[config.mk]
export PLATFORM = sky130hd
export DESIGN_NAME = vblank_scheduler
export DESIGN_NICKNAME = d
export VERILOG_FILES = /design/src/rtl/vblank_scheduler.sv
export SDC_FILE = /design/constraint.sdc
export NUM_CORES = 1
export LEC_CHECK = 0
export BUFFER_PORTS_ARGS = -buffer_cell sky130_fd_sc_hd__buf_2
export CORE_ASPECT_RATIO = 0.8
export CORE_MARGIN = 1
export CORE_UTILIZATION = 50
export DETAILED_ROUTE_END_ITERATION = 7
export PLACE_DENSITY = 0.78
export SYNTH_ARGS = -nofsm -noshare
export SYNTH_HDL_FRONTEND = slang
export SYNTH_SLANG_ARGS = --single-unit
[constraint.sdc]
create_clock -name clk -period 1.9 [get_ports clk]
set_input_delay 0.38 -clock clk [delete_from_list [all_inputs] [get_ports clk]]
set_output_delay 0.38 -clock clk [all_outputs]
set_load 0.01 [all_outputs]
[src/rtl/vblank_scheduler.sv]
// Round-robin arbiter that hands out the vertical-blanking window to game-logic
// requesters, one grant per requester per frame, with slot timeout and miss reporting.
module vblank_scheduler #(
    parameter int N_REQ        = 4,
    parameter int MAX_SLOT_CYC = 4096,
    parameter int GUARD_LINES  = 2,
    parameter int V_COUNT_TOT  = 806
) (
    input  logic                     clk,
    input  logic                     rst,
    input  logic [10:0]              vcount,
    input  logic                     vblnk,
    input  logic [N_REQ-1:0]         req,
    input  logic [N_REQ-1:0]         done,
    output logic [N_REQ-1:0]         gnt,
    output logic                     frame_tick,
    output logic                     window_open,
    output logic                     overrun,
    output logic [$clog2(N_REQ)-1:0] ovr_id,
    output logic [N_REQ-1:0]         missed,
    output logic [15:0]              frame_cnt
);

    localparam int IDX_W  = $clog2(N_REQ);
    localparam int CW     = IDX_W + 1;
    localparam int SLOT_W = $clog2(MAX_SLOT_CYC);
    localparam logic [10:0]       GUARD_START = 11'(V_COUNT_TOT - GUARD_LINES);
    localparam logic [SLOT_W-1:0] SLOT_LAST   = SLOT_W'(MAX_SLOT_CYC - 1);
    localparam logic [N_REQ-1:0]  ONE         = {{(N_REQ-1){1'b0}}, 1'b1};
    localparam logic [IDX_W-1:0]  LAST_IDX    = IDX_W'(N_REQ - 1);

    typedef enum logic [1:0] {IDLE, ARB, GRANT, CLOSE} state_t;

    state_t             state, state_nxt;
    logic               vblnk_d;
    logic [IDX_W-1:0]   gnt_idx, gnt_idx_nxt;
    logic [N_REQ-1:0]   served, served_nxt;
    logic [IDX_W-1:0]   ptr, ptr_nxt;
    logic [SLOT_W-1:0]  slot_cnt, slot_nxt;
    logic [N_REQ-1:0]   gnt_nxt, missed_nxt;
    logic               frame_tick_nxt, window_open_nxt, overrun_nxt;
    logic [IDX_W-1:0]   ovr_id_nxt;
    logic [15:0]        frame_cnt_nxt;

    logic               open_evt, win_ok, pick_valid;
    logic [N_REQ-1:0]   eligible;
    logic [IDX_W-1:0]   pick;
    logic [CW-1:0]      cand;

    assign open_evt = vblnk & ~vblnk_d;
    // Uses the live vcount so a request arriving on the first guard line is already refused.
    assign win_ok   = window_open & vblnk & (vcount < GUARD_START);
    assign eligible = req & ~served;

    // Descending scan so the candidate closest after the pointer is the one that sticks.
    always_comb begin
        pick       = '0;
        pick_valid = 1'b0;
        cand       = '0;
        for (int k = N_REQ - 1; k >= 0; k--) begin
            cand = {1'b0, ptr} + CW'(k);
            if (cand >= CW'(N_REQ)) cand = cand - CW'(N_REQ);
            if (eligible[cand[IDX_W-1:0]]) begin
                pick       = cand[IDX_W-1:0];
                pick_valid = 1'b1;
            end
        end
    end

    always_comb begin
        state_nxt       = state;
        gnt_nxt         = gnt;
        gnt_idx_nxt     = gnt_idx;
        served_nxt      = served;
        ptr_nxt         = ptr;
        slot_nxt        = slot_cnt;
        frame_tick_nxt  = 1'b0;
        overrun_nxt     = 1'b0;
        ovr_id_nxt      = ovr_id;
        missed_nxt      = missed;
        frame_cnt_nxt   = frame_cnt;
        window_open_nxt = window_open & vblnk & (vcount < GUARD_START);

        case (state)
            ARB: begin
                if (!win_ok) begin
                    state_nxt = CLOSE;
                end else if (pick_valid) begin
                    gnt_nxt     = ONE << pick;
                    gnt_idx_nxt = pick;
                    slot_nxt    = '0;
                    state_nxt   = GRANT;
                end
            end
            GRANT: begin
                slot_nxt = slot_cnt + 1'b1;
                // done wins over timeout and over blanking end; either of the latter alone is a forced release.
                if (done[gnt_idx] || !vblnk || slot_cnt == SLOT_LAST) begin
                    gnt_nxt             = '0;
                    served_nxt[gnt_idx] = 1'b1;
                    ptr_nxt             = (gnt_idx == LAST_IDX) ? '0 : gnt_idx + 1'b1;
                    slot_nxt            = '0;
                    state_nxt           = vblnk ? ARB : CLOSE;
                    if (!done[gnt_idx]) begin
                        overrun_nxt = 1'b1;
                        ovr_id_nxt  = gnt_idx;
                    end
                end
            end
            CLOSE: begin
                if (!vblnk) begin
                    missed_nxt = req & ~served;
                    state_nxt  = IDLE;
                end
            end
            default: ;
        endcase

        if (open_evt && state != GRANT) begin
            frame_tick_nxt  = 1'b1;
            frame_cnt_nxt   = frame_cnt + 16'd1;
            served_nxt      = '0;
            window_open_nxt = 1'b1;
            state_nxt       = ARB;
        end
    end

    // vblnk_d resets high so a blanking interval already in progress at reset is not treated as a new frame.
    always_ff @(posedge clk or negedge rst) begin
        if (!rst) begin
            state       <= IDLE;
            vblnk_d     <= 1'b1;
            gnt         <= '0;
            gnt_idx     <= '0;
            served      <= '0;
            ptr         <= '0;
            slot_cnt    <= '0;
            frame_tick  <= 1'b0;
            window_open <= 1'b0;
            overrun     <= 1'b0;
            ovr_id      <= '0;
            missed      <= '0;
            frame_cnt   <= '0;
        end else begin
            state       <= state_nxt;
            vblnk_d     <= vblnk;
            gnt         <= gnt_nxt;
            gnt_idx     <= gnt_idx_nxt;
            served      <= served_nxt;
            ptr         <= ptr_nxt;
            slot_cnt    <= slot_nxt;
            frame_tick  <= frame_tick_nxt;
            window_open <= window_open_nxt;
            overrun     <= overrun_nxt;
            ovr_id      <= ovr_id_nxt;
            missed      <= missed_nxt;
            frame_cnt   <= frame_cnt_nxt;
        end
    end

endmodule

# Yosys cells after proc, flatten, opt, wreduce, memory -nomap -nowiden

Index checks and enable logic that the tools add are counted.

Bits in registers: 52
Input port bits: 22
Output and inout bits: 29
Logic and storage cells: 121

$add $sub $neg: 10
Magnitude comparators: 11
Eq/ne operators: 12
Shift-type cells: 1
Muxes and demuxes: 48
Bitwise gates (word level): 9
Reductions and logical operators: 17

Operators by type and width:

| kind                  | count |
|---|---|
| $mux 12               | 3 |
| $mux 2                | 15 |
| $mux 4                | 6 |
| $pmux 12 s2           | 1 |
| $add 16x1->16 const B | 1 |
| $lt 2x3->1 const B    | 5 |
| $mux 1                | 15 |
| $add 12x1->12 const B | 1 |
| $eq 12x12->1 const B  | 1 |
| $lt 11x10->1 const B  | 1 |
| $bmux 1 s2            | 5 |
| $ge 3x3->1 const B    | 3 |
| $reduce_and 3->1      | 3 |
| $ne 2x2->1 const B    | 4 |
| $pmux 4 s2            | 1 |
| $reduce_and 4->1      | 2 |
| $sub 2x1->2 const B   | 4 |
| $add 2x2->3 const B   | 2 |
| $eq 2x2->1 const B    | 3 |
| $ne 3x3->1 const B    | 2 |
| $pmux 2 s3            | 1 |
| $reduce_and 2->1      | 3 |
| $reduce_bool 2->1     | 3 |
| $and 4x4->4           | 1 |
| 16 further kinds      | 22 |

# Longest topological paths before layout

Depth after elaboration: 13
Mapped depth: 6
Mapped depth without buffers: 5

# Worst setup path after synthesis

No wires, ideal clock.

Path type: flip-flop to flip-flop
Start: register slot_cnt[0]
End: register ptr[0]
Library setup time: 0.125 ns
Data arrival time: 1.731 ns
Required time: 1.775 ns
Slack: 0.043 ns
Cell stages (with the launch flop): 7
Clock period less this slack: 1.857 ns
Cells stage by stage: dfrtp_1 -> ha_1 -> and4_4 -> a41o_4 -> o21a_1 -> buf_6 -> mux2_4

Word-level cells in the longest chain between the ends: 3

Ends and longest elaborated chain:

| item                       | line | text |
|---|---|---|
| from (decl)                | 39   | `logic [SLOT_W-1:0] slot_cnt, slot_nxt;` |
| from (signal assigned)     | 151  | `slot_cnt <= slot_nxt;` |
| $eq 12x12->1               | 98   | `if (done[gnt_idx] \|\| !vblnk \|\| slot_cnt == SLOT_LAST) begin` |
| $logic_or 1x1->1           | 98   |  |
| $reduce_and 2->1 (no line) | -    |  |
| to (signal assigned)       | 150  | `ptr <= ptr_nxt;` |
| to (decl)                  | 38   | `logic [IDX_W-1:0] ptr, ptr_nxt;` |

Every way passes these cells.
A chain may end at the register's enable or synchronous reset.

# Worst setup path in the final report

Start: register slot_cnt[0]
End: register slot_cnt[5]

Word-level cells in the longest chain between the ends: 4
Elaborated cells on any way between the ends: 5
Those cells by class: add/sub (1); eq/ne (1); mux (2); reduce/logical (1)

Ends and longest elaborated chain:

| item                                                  | line | text |
|---|---|---|
| branches (longest 2 deep; another with $add 12x1->12) | -    |  |
| $mux 12 *                                             | 98   |  |
| $pmux 12 s2 *                                         | 84   | `case (state)` |

Mark *: on every way between the ends.

==> flow_summary.ini <==
[place]
numPortBuffers = 48
place_hpwl_mm = 4.50
gp_congestion = 0.818

[grt]
globalRoute.totalOverflow = 0
grt_max_degree = 24
grtUsageTotal = 0.227
grt_first_pass_wirelength_mm = 10.2
initial_antenna_violation_count = 0
via_count_of_the_first_global_routing_pass = 2200

[power]
vdd_ir_drop_max_uv = 617
pwr_density_cell_nw_per_um2 = 1130
leakage_power_nw = 1.58

[clocking]
cts.sink_count = 52
number_of_buffers_added_by_the_clock_tree_synthesis_step = 5
clk_path_buf_depth = 2
htree_num_levels = 2
cts.clk_slew.worst_paths_ns = 0.09
post_cts_buffers = 0
cts_tree = done
insertion_delay_ns = 0.31
cts-root-buf = sky130_fd_sc_hd__clkbuf_8

[critical_path]
rr_worst_depth = 6
start_to_end_type_of_the_worst_setup_path = flop to flop
end_kind = flop
critPathArrivalTime_ns = 1.99
start_kind = flop
critical_path.max_fanout = 7
setup.reg_to_reg.worst_slack_ns = 0.12
worstPathRequired_ns = 2.11
rr_endpoint = slot_cnt[5]$_DFFE_PN0P_
timing.rr.start = slot_cnt[0]$_DFFE_PN0P_

[sta]
fmaxAchievable_ghz = 0.563
tightestPinTransition_ns = 0.530
grt_setup_unrepaired = no
finalWorstPathRequiredPeriod_ns = 1.78
finalHoldWorstSlack_ns = 0.0432
finClkSkew_ns = 0.0110
report.final.hold_viol_count = 0
setup_total_negative_slack_ns = 0
timing.final.crit_share = 0.935
report.final.setup_viol = 0
timing.final.max_slew_violations = 0
timing.slew.headroom = 0.647

[floorplanning]
floorplan.io_pins = 51
area_of_the_die_um2 = 5860
floorplan.die.width_um = 85.3
num_rows = 23
core_um2 = 5180
vertical_extent_of_the_die_um = 68.7
initial_core_util = 0.536

[synth]
cell_count_after_synthesis = 259
ys_types = 54
postSynth.topFlopCell = sky130_fd_sc_hd__dfrtp_1
async_reset_ff_frac = 1.00
synthesis_warnings = 0
postSynthRegisterBits = 52
syn-num-nets = 287
synthMostInstantiatedCell = sky130_fd_sc_hd__dfrtp_1
count_of_flip_flops_with_a_built_in_enable_after_synthesis = 0
synth_sequential_area_ratio = 0.469
mappedNetlistArea_um2 = 2780
yosys-top-cells-count = sky130_fd_sc_hd__dfrtp_1 (51), sky130_fd_sc_hd__nand3_1 (19), sky130_fd_sc_hd__nand2_1 (18)
synth.top_cell.area_share = 0.459
cell_types_occupying_the_most_area_after_synthesis = sky130_fd_sc_hd__dfrtp_1 (46%), sky130_fd_sc_hd__nand3_1 (3.4%), sky130_fd_sc_hd__xor2_1 (2.8%)
yosys.area.top_type = sky130_fd_sc_hd__dfrtp_1
post_syn_area_per_cell_um2 = 10.7

[finish]
drive_gt1_frac = 0.297
antenna_cells = 0
layout.core_utilization = 0.637
syn2layout_area_growth_pct = 18.8
finalNetCount = 354

[routing]
routed_via_density = 5.80
vias = 2257
remaining_drc_errors = 0
initialDrtViolationCount = 95
antenna_violating_nets_post_route = 0
postRouteWirelength_mm = 6.03
router_iterations_before_antenna_repair = 4
routed_wire_length_per_instance_um = 15.5

[worst_hold_path]
hp-class = input pin to async pin

[outcome]
run_status = complete, no violations

[run]
cap_viol_max_count = 0
layout by cell type (no fill, tap or decap), drive strengths merged, types with 2 or more instances in the layout:
cell,Yosys,layout
a21oi,2,2
a22o,4,4
a32o,4,4
and3,6,6
and4,4,4
buf,6,68
clkbuf,2,7
dfrtp,51,51
ha,6,6
inv,16,16
mux2,4,4
nand2,19,19
nand2b,8,8
nand3,19,19
nand4,12,12
nor2,10,10
nor2b,8,8
nor3,10,10
nor3b,2,2
nor4,2,2
o2111a,2,2
o2111ai,2,2
o211ai,5,5
o21ai,12,12
o221ai,5,5
o311ai,2,2
o31ai,2,2
xnor2,8,8
xor2,9,9
routing by layer:
metal | GRT usage | routed length, µm | vias to the layer above
li1 | - | - | 1084
met1 | 0.301 | 2950 | 1104
met2 | 0.378 | 2750 | 60
met3 | 0.0476 | 244 | 9
met4 | 0.0771 | 86 | 0
met5 | 0 | 0 | -
state kept, by name (all words and copies together) (netlist names), 2 cells and up:
register	cells
frame_cnt	16
ptr	2
served	4
state	2
missed	4
slot_cnt	12
gnt_idx	2
ovr_id	2
gnt	4
cell type report:
cell class	count	area, µm²
timing repair buffer	68	403
fill	428	1880
clock buffer	7	86.3
clock inverter	1	7.51
inverter	16	60.1
sequential	52	1300
multi-input combinational	183	1360
tap	62	77.6
critical path, stage by stage, from the launching register on:
cell and delay, ns:
sky130_fd_sc_hd__dfrtp_1 0.39, sky130_fd_sc_hd__ha_1 0.21, sky130_fd_sc_hd__and4_4 0.22, sky130_fd_sc_hd__a41o_4 0.30, sky130_fd_sc_hd__o21a_4 0.24, sky130_fd_sc_hd__buf_4 0.15
sky130_fd_sc_hd__nor3_1 0.17
worst max path at each step:
| stage | start | to | slack (ns) | depth (start not counted) |
|---|---|---|---|---|
| floorplan | slot_cnt[0]$_DFFE_PN0P_ | ptr[0]$_DFFE_PN0P_ | 0.04 | 6 |
| global placement | slot_cnt[0]$_DFFE_PN0P_ | ptr[1]$_DFFE_PN0P_ | 0.07 | 5 |
| detailed placement | done[3] | slot_cnt[9]$_DFFE_PN0P_ | 0.05 | 5 |
| CTS | slot_cnt[0]$_DFFE_PN0P_ | slot_cnt[5]$_DFFE_PN0P_ | 0.03 | 6 |
| global route | gnt_idx[0]$_DFFE_PN0P_ | slot_cnt[8]$_DFFE_PN0P_ | 0.03 | 5 |
| finish | slot_cnt[0]$_DFFE_PN0P_ | slot_cnt[5]$_DFFE_PN0P_ | 0.12 | 6 |
where the power goes:
group	internal, mW	switching, mW	leakage (nW)	total, mW
sequential	1.39	0.273	0.670	1.66
combinational	0.674	0.753	0.869	1.43
clock	0.296	0.354	0.0445	0.651
total	2.36	1.38	1.58	3.74
cell families (layout without fill, tap and decap cells):
kind of cell	after synthesis	count (layout)	synth area share
multiplexers	6	6	0.0333
AND/OR/NAND/NOR	105	105	0.212
flip-flops	52	52	0.469
AO/OA/AOI/OAI	49	49	0.161
XOR/XNOR	17	17	0.0536
buffers and inverters	24	92	0.0441
adder cells (fa/ha/maj)	6	6	0.0270
stage by stage:
stage          power (mW)  setup WS [ns]  cells  area, µm²
3_5_place_dp         3.07         0.0496    381       3200
3_3_place_gp         3.01         0.0716    381       3200
4_1_cts              3.73         0.0289    389       3290
5_1_grt              4.00         0.0279    389       3300
6_report             3.74          0.124    389       3300
2_1_floorplan        2.53         0.0435    259       2780
timing repair:
| item | 4_1_cts | 5_1_grt |
|---|---|---|
| hold buffers | 0 | 0 |
| resized for setup | 0 | 5 |
| setup endpoints to repair | 0 | 12 |
No activity file was read; power rests on OpenSTA's default activity.
